<file path="src/rtl/rptr_empty_fwft.sv">
// Read-side controller of a dual-clock FIFO. It keeps the binary/Gray read pointer and the
// registered empty/almost-empty/level flags, and feeds a first-word-fall-through output register.
module rptr_empty_fwft #(
  parameter int ADDR_WIDTH    = 3,
  parameter int DATA_WIDTH    = 8,
  parameter int AEMPTY_THRESH = 1
) (
  input  logic                  rclk,
  input  logic                  rst_n,
  input  logic [ADDR_WIDTH:0]   wptr_sync,
  input  logic [DATA_WIDTH-1:0] rdata_mem,
  output logic [ADDR_WIDTH-1:0] raddr,
  output logic [ADDR_WIDTH:0]   rptr,
  output logic                  empty,
  output logic                  aempty,
  output logic [ADDR_WIDTH:0]   rlevel,
  output logic [DATA_WIDTH-1:0] dout,
  output logic                  dout_valid,
  input  logic                  dout_ready
);

  localparam int PW = ADDR_WIDTH + 1;
  localparam logic [PW-1:0] AE_THRESH = PW'(AEMPTY_THRESH);

  logic [PW-1:0] rbin;
  logic [PW-1:0] rbin_next;
  logic [PW-1:0] rgray_next;
  logic [PW-1:0] wbin_sync;
  logic [PW-1:0] level_next;
  logic          rinc;

  // A word is fetched whenever memory holds one and the output register is free or draining.
  always_comb begin
    rinc       = ~empty & (~dout_valid | dout_ready);
    rbin_next  = rbin + PW'(rinc);
    rgray_next = (rbin_next >> 1) ^ rbin_next;
  end

  // Gray to binary: every binary bit is the XOR of all Gray bits at or above it.
  always_comb begin
    wbin_sync = '0;
    for (int i = 0; i < PW; i++) begin
      wbin_sync[i] = ^(wptr_sync >> i);
    end
    level_next = wbin_sync - rbin_next;
  end

  always_ff @(posedge rclk or negedge rst_n) begin
    if (!rst_n) begin
      rbin   <= '0;
      rptr   <= '0;
      empty  <= 1'b1;
      aempty <= 1'b1;
      rlevel <= '0;
    end else begin
      rbin   <= rbin_next;
      rptr   <= rgray_next;
      empty  <= (rgray_next == wptr_sync);
      rlevel <= level_next;
      aempty <= (level_next <= AE_THRESH);
    end
  end

  // Handshake: the consumer takes dout on any rising edge that sees dout_valid=1 and
  // dout_ready=1. dout stays stable while dout_valid=1 and dout_ready=0. A fetch in the
  // same cycle as a take replaces the word with no bubble.
  always_ff @(posedge rclk or negedge rst_n) begin
    if (!rst_n) begin
      dout       <= '0;
      dout_valid <= 1'b0;
    end else if (rinc) begin
      dout       <= rdata_mem;
      dout_valid <= 1'b1;
    end else if (dout_ready) begin
      dout_valid <= 1'b0;
    end
  end

  assign raddr = rbin[ADDR_WIDTH-1:0];

endmodule

</file>
<file path="config.mk">
export PLATFORM = sky130hd
export DESIGN_NAME = rptr_empty_fwft
export DESIGN_NICKNAME = d
export VERILOG_FILES = /design/src/rtl/rptr_empty_fwft.sv
export SDC_FILE = /design/constraint.sdc
export NUM_CORES = 1
export LEC_CHECK = 0
export ABC_CLOCK_PERIOD_IN_PS = 7400
export CORE_MARGIN = 2
export CORE_UTILIZATION = 50
export DETAILED_ROUTE_END_ITERATION = 7
export DONT_BUFFER_PORTS = 1
export SYNTH_ARGS = -nofsm -noshare
export SYNTH_HDL_FRONTEND = slang
export SYNTH_SLANG_ARGS = --single-unit
</file>
<file path="constraint.sdc">
create_clock -name rclk -period 7.4 [get_ports rclk]
set_clock_uncertainty 0.05 [all_clocks]
set_input_delay 1.48 -clock rclk [delete_from_list [all_inputs] [get_ports rclk]]
set_output_delay 1.48 -clock rclk [all_outputs]
set_load 0.005 [all_outputs]
</file>
### Word level (Yosys, flattened, before mapping)

Cells that the tools add are included.

| word-level totals | value |
|---|---|
| bits in registers | 23 |
| output and inout port bits | 22 |

| cells by class | value |
|---|---|
| $add $sub $neg | 2 |
| $lt $le $gt $ge | 1 |
| equal/unequal tests | 1 |
| multiplexer cells | 2 |
| bitwise logic cells | 5 |
| reductions and logical operators | 5 |

Operators with widths:

| kind | number |
|---|---|
| parity 4 bit | 4 |
| adder 4 x 1 -> 4 bit | 1 |
| equality test 4 bit | 1 |
| less-or-equal comparator 4 x 1 -> 1 bit, second input constant | 1 |
| subtractor 4 bit | 1 |
| bitwise XOR 3 x 4 -> 4 bit | 1 |
| two-way mux 1 bit | 2 |
| NOT 1 bit | 2 |
| nonzero test 2 bit | 1 |
| AND 1 bit | 1 |
| OR 1 bit | 1 |

### Depth between registers and ports, before layout

Gate-level depths: netlist (run 1).

| depth | value |
|---|---|
| depth in word-level cells | 6 |
| gate-level depth with buffers | 11 |
| gate-level depth less buffers | 10 |

### Worst setup path before layout (run 1)

No wires, ideal clock.

| path | value |
|---|---|
| path kind | input to register |
| start point | in dout_ready |
| end point | reg rlevel[3] |
| setup time | 0.124 ns |
| data arrival time | 3.513 ns |
| data required time | 7.226 ns |
| path slack | 3.713 ns |
| stages on the path | 10 |
| path buffers | 0 |
| cells stage by stage | inv_1 -> a21oi_2 -> ha_1 -> ha_1 -> xnor2_1 -> ha_1 -> inv_1 -> a2111o_1 -> and4_1 -> or2_1 |

| on the way | value |
|---|---|
| cells in the longest elaborated chain, start to end | 4 |

RTL lines:

| what | line | source |
|---|---|---|
| from (decl) | 19 | `input logic dout_ready` |
| OR 1 bit | 34 | `rinc = ~empty & (~dout_valid \| dout_ready);` |
| AND 1 bit | 34 |  |
| named net rinc | 30 | `logic rinc;` |
| adder 4 x 1 -> 4 bit | 35 | `rbin_next = rbin + PW'(rinc);` |
| subtractor 4 bit | 45 | `level_next = wbin_sync - rbin_next;` |
| named net level_next[3] | 29 | `logic [PW-1:0] level_next;` |
| to (signal assigned) | 59 | `rlevel <= level_next;` |
| to (decl) | 16 | `output logic [ADDR_WIDTH:0] rlevel,` |

The timed path passes the listed nets, and every way through them passes these cells.
A chain may end at the register's enable or synchronous reset.

### Worst setup path in the final report (run 1)

Same ends and word-level chain as after synthesis.

==> metrics.cfg, run 1 <==
[status]
status=finished clean

[setup_path]
critical_path.slowest_cell=sky130_fd_sc_hd__a21oi_2
worst-endpoint-arrival_ns=3.74
criticalPathCategory=primary input to flop
worst_setup_path_start_kind=primary input
critical_path.cell_chain=inv_1 > a21oi_2 > ha_1 > ha_1 > xnor2_1 > ha_1 > inv_1 > a2111o_1 > and4_1 > or2_1
end_kind=flop
cell_repeated_most_along_the_worst_path=sky130_fd_sc_hd__ha_1
slowest_delay_ns=0.40
crit_required_ns=7.54
cp_max_fo=9

[finish]
finalNetCount=99
layout_common_cells=20 x sky130_fd_sc_hd__dfrtp_1, 9 x sky130_fd_sc_hd__xnor2_1, 8 x sky130_fd_sc_hd__mux2_2
mostFrequentLayoutCell=sky130_fd_sc_hd__dfrtp_1
util_after_layout=0.560
insertedDiodeCount=0
post_route_cells_drive_above_1_share=0.256
syn2layout_area_growth_pct=6.30
postLayoutCellArea_mm2=0.00110

[die]
start_util=0.527
floorplan.rows=16
dieWidth_um=49.5
core_mm2=0.00196
die_area_mm2=0.00245
pin_count=37
floorplan.die.height_um=49.5

[logic_synthesis]
synth_fp_nets=95
post_synthesis_area_per_instance_um2=13.8
yosys_warnings=0
synth_area_mm2=0.00103
synth-seq-cells=22
ys_dominant_reg_cell=sky130_fd_sc_hd__dfrtp_1
count_of_different_cell_masters_after_synthesis=25
synth_enable_flop_cells=0
syn-instance-count=75
sequential_fraction_of_the_synthesis_area=0.535
synth_async_sr_flop_share=1.00

[clocking]
clock_tree_from_tritoncts=built
worst_skew_pair.late_latency_ns=0.29
cts_root_buf=sky130_fd_sc_hd__clkbuf_4
clock_tree.buffer_depth=2
cts_resized=0
cts_inserted_buffers=3
holdBufCountCts=0
clock_sink_count=22
cts.htree.levels=1
cts_setup_buffers=0
cts.reportedPaths.clkPinSlew_ns=0.11

[placement]
placedInstanceArea_mm2=0.00106
io_buffers=0
globalplace.congestion=0.668

[global_route]
antenna_found_initial=0
grt_use_total=0.145
pin_count_of_the_biggest_net_entering_global_routing=23
first_global_vias=651
globalRoute.totalOverflow=0
global_route_wire_length_before_repair_um=2660

[sta]
rsz0062_at_grt=false
finalSetupViolations=0
final.period_utilization=0.486
timing_max_transition_violations_final=0
slew-limit-headroom=0.685
tightest_slew_ns=0.472
setup-tns-final_ns=0
whs_ns=0.459
period_minus_slack_ns=3.60
timing.final.hold_violations=0
fmax_mhz=278

[pwr]
leakage_nw=0.499
power_density_mw_per_mm2=446
peakVddDrop_v=0.000242

[run]
max_cap_violations=0

[drt]
route.detailed.wl_per_inst_um=14.4
drc_errors=0
drt.antenna.violating_nets=0
drt_wl_total_um=1510
drt-initial-drc-count=1
firstDrtPassIters=3
drt-vias-per-instance=5.30
vias=557

[worst_hold_path]
worst_hold_path_class=flop to flop

## metrics by stage
step | std cells | setup slack, ns | power, mW
floorplan | 75 | 3.71 | 0.396
global placement | 101 | 3.49 | 0.430
detailed placement | 101 | 3.45 | 0.436
CTS | 105 | 3.78 | 0.500
global route | 105 | 3.57 | 0.537
finish | 105 | 3.80 | 0.490
## sequential cells by signal, summed over array words and instances (netlist names)
name        cells
dout            8
rbin            4
rlevel          4
rptr            3
aempty          1
dout_valid      1
empty           1
## worst paths after layout
kind	from	to	slack (ns)	cells past startpoint
max reg2reg	dout_valid	rlevel[3]	4.57	9
min	empty	dout_valid	0.46	1
max	dout_ready	rlevel[3]	3.80	10
min reg2reg	empty	dout_valid	0.46	1
max in group asynchronous	rst_n	empty	6.31	0
min in group asynchronous	rst_n	rbin[1]	0.81	0
## per-layer routing
layer	wire length, um	global-route usage
met1	614	0.140
met2	795	0.275
met3	85	0.0364
met4	15	0.0833
met5	0	0
## where the power goes
| part | leakage (nW) | total (mW) | switching (mW) | internal (mW) |
|---|---|---|---|---|
| registers | 0.252 | 0.201 | 0.0319 | 0.169 |
| clock network | 0.0210 | 0.0626 | 0.0327 | 0.0300 |
| logic | 0.226 | 0.226 | 0.111 | 0.115 |
| total | 0.499 | 0.490 | 0.175 | 0.314 |
## synth_stat cells (2+ instances only)
master	count	area [um2]
sky130_fd_sc_hd__dfrtp_1	20	500
sky130_fd_sc_hd__xnor2_1	9	78.8
sky130_fd_sc_hd__mux2_2	8	90.1
sky130_fd_sc_hd__inv_1	6	22.5
sky130_fd_sc_hd__ha_1	5	62.6
sky130_fd_sc_hd__xor2_1	4	35.0
sky130_fd_sc_hd__a31oi_1	2	12.5
sky130_fd_sc_hd__and3_1	2	12.5
sky130_fd_sc_hd__dfstp_2	2	52.6
sky130_fd_sc_hd__inv_2	2	7.51
## layout make-up
cell class | count | area (um2)
fill | 183 | 863
sequential | 22 | 553
multi-input combinational | 44 | 445
clock buffer | 4 | 36.3
tap | 27 | 33.8
inverter | 8 | 30.0
## logic make-up (layout without fill, tap and decap cells)
logic type,count (synthesis),after routing,synth area share
AO/OA/AOI/OAI,8,8,0.0702
XOR/XNOR,15,15,0.155
adder cells (fa/ha/maj),5,5,0.0605
buffers and inverters,9,12,0.0339
flip-flops,22,22,0.535
multiplexers,9,9,0.0969
AND/OR/NAND/NOR,7,7,0.0484
## critical path: cells and delay by family
kind	cells	cell delay, ns
compound gates	2	0.76
xor+xnor	1	0.15
fa+ha+maj	3	0.86
buf+inv	2	0.10
simple gates	2	0.40
No activity file was read; power rests on OpenSTA's default activity.
==> inputs of run 2 (changes only) <==
ABC_CLOCK_PERIOD_IN_PS = 3500   (was 7400)
clock period = 3.5 ns   (was 7.4 ns; I/O delays follow)
==> run 2 against run 1 <==
  * Global-route usage shrank 0.49 points
  * Highest routed layer unchanged
  * Register-to-register slack lost 3.7 ns
  * Sequential power is 110% higher
  * Core utilization up 1.7 points
  * Total power grew 130%
  * First-iteration DRC count rose to 7.0 times the previous value
  * Critical path depth decreased by 1
  * Cell count up 1.9%
  * Critical endpoint unchanged
  * Clock-buffer cell count is 1 lower
==> metrics.cfg, run 2 (synthesis results as in run 1) <==
[status]
status=finished clean

[clocking]
worst_skew_pair.late_latency_ns=0.30
clock_tree.buffer_depth=2
cts_inserted_buffers=3
cts.reportedPaths.clkPinSlew_ns=0.12
clock_tree_from_tritoncts=built
cts_setup_buffers=0
clock_sink_count=22
cts.htree.levels=1
cts_root_buf=sky130_fd_sc_hd__clkbuf_4

[pwr]
power.share.combinational=0.442
power_frac_seq=0.386
leakage_nw=0.515
clockPowerShare=0.172
peakVddDrop_v=0.000497
power_switching_uw=381
power_density_mw_per_mm2=973
power_report.internal_total_uw=721
totalPowerFinal_mw=1.10
switching_share=0.346

[finish]
insertedDiodeCount=0
registers.top_by_ff_count=dout
largest_register_ff_count=8
final_std_cells_w_o_fill=107
finalNetCount=101
mostFrequentLayoutCell=sky130_fd_sc_hd__dfrtp_1
largestRegisters=dout (8), rbin (4), rlevel (4)
post_route_cells_drive_above_1_share=0.263
postLayoutCellArea_mm2=0.00113
layout_common_cells=20 x sky130_fd_sc_hd__dfrtp_1, 9 x sky130_fd_sc_hd__xnor2_1, 8 x sky130_fd_sc_hd__mux2_2
syn2layout_area_growth_pct=9.56

[sta]
finalSetupViolations=0
setup-tns-final_ns=0
fin_ws_ns=0.836
timing_max_transition_violations_final=0
slew-limit-headroom=0.668
period_minus_slack_ns=2.66
timing.final.hold_violations=0
rsz0062_at_grt=false
final.period_utilization=0.761
fmax_mhz=375
tightest_slew_ns=0.496

[placement]
dpl.cell_count=102
placedInstanceArea_mm2=0.00107
pre_cts_ws_ns=0.629
globalplace.congestion=0.701
io_buffers=0

[setup_path]
end_kind=flop
crit_required_ns=3.65
critical_path.cell_chain=a21oi_2 > ha_1 > ha_1 > xnor2_1 > ha_1 > inv_1 > a2111o_1 > and4_1 > or2_1
cp_max_fo=3
criticalPathCategory=flop to flop
regToRegStartpoint=empty
critical_path.slowest_cell=sky130_fd_sc_hd__dfstp_2
worst-endpoint-arrival_ns=2.81
worst_setup_path_start_kind=flop
cell_repeated_most_along_the_worst_path=sky130_fd_sc_hd__ha_1
slowest_delay_ns=0.59
rr_endpoint=rlevel[3]
ff2ff_path_depth=9
worst-r2r-setup-slack_ns=0.84

[drt]
drt-vias-per-instance=5.29
route.detailed.wl_per_inst_um=14.5
drt_wl_total_um=1550
drc_errors=0
drt-initial-drc-count=7
drt.antenna.violating_nets=0
vias=566
firstDrtPassIters=3

[global_route]
global_route_wire_length_before_repair_um=2510
first_global_vias=553
antenna_found_initial=0
globalRoute.totalOverflow=0
pin_count_of_the_biggest_net_entering_global_routing=23
grt_use_total=0.140

[die]
dieWidth_um=49.5
floorplan.rows=16
core_mm2=0.00196
start_util=0.527
die_area_mm2=0.00245
floorplan.die.height_um=49.5
pin_count=37

[worst_hold_path]
worst_hold_path_class=primary input to async pin

[run]
max_cap_violations=0

-- run 2: cell count changes in the layout (fill, tap and decap cells not counted) --
cell	change
sky130_fd_sc_hd__clkbuf_8	-1
sky130_fd_sc_hd__buf_4	+1
sky130_fd_sc_hd__dlygate4sd3_1	+1
sky130_fd_sc_hd__bufinv_16	+1
-- run 2: final cells by class --
type	count	area, um2
fillers	184	830
flip-flops and latches	22	553
multi-input cells	44	445
well taps	27	33.8
clock inverters	1	30.0
inverters	8	30.0
clock buffers	3	22.5
repair buffers	2	17.5
-- run 2: worst max-delay path by stage --
stage / to / from / slack [ns]
2_1_floorplan: rlevel[3] / dout_ready / 0.59
3_3_place_gp: rlevel[3] / dout_ready / 0.66
3_5_place_dp: rlevel[3] / dout_ready / 0.63
4_1_cts: rlevel[3] / empty / 0.81
5_1_grt: aempty / empty / 0.64
6_report: rlevel[3] / empty / 0.84
-- run 2: power groups by stage --
stage	clock network, mW	logic (mW)	registers [mW]
finish	0.189	0.487	0.426
global placement	0	0.485	0.433
global route	0.203	0.543	0.437
detailed placement	0	0.492	0.436
floorplan	0	0.422	0.416
CTS	0.195	0.493	0.430
-- run 2: routing by layer --
metal,routed length (um),global-route usage
met2,795,0.243
met1,624,0.158
met5,0,0
met3,94,0.0303
met4,34,0.0833
-- run 2: per-stage QoR --
stage                     hold WS, ns  utilization
after detailed placement        0.355        0.545
after floorplan                 0.354            -
after CTS                      0.0111        0.572
after global routing          0.00537        0.577
after global placement          0.355        0.545
final                          0.0281        0.577
-- run 2: worst max-delay path: cells and delay by family (launching register included) --
family | cells | cell delay [ns]
adders and majority gates | 3 | 0.68
DFF | 1 | 0.59
xor gates and xnor gates | 1 | 0.37
and+or+nand+nor | 2 | 0.40
buffers and inverters | 1 | 0.07
AOI/OAI and AO/OA | 2 | 0.41
-- run 2: repair_timing --
action                                 4_1_cts  5_1_grt
endpoints found under the hold margin        0       12
resized for setup                            0        0
hold buffers                                 0        1
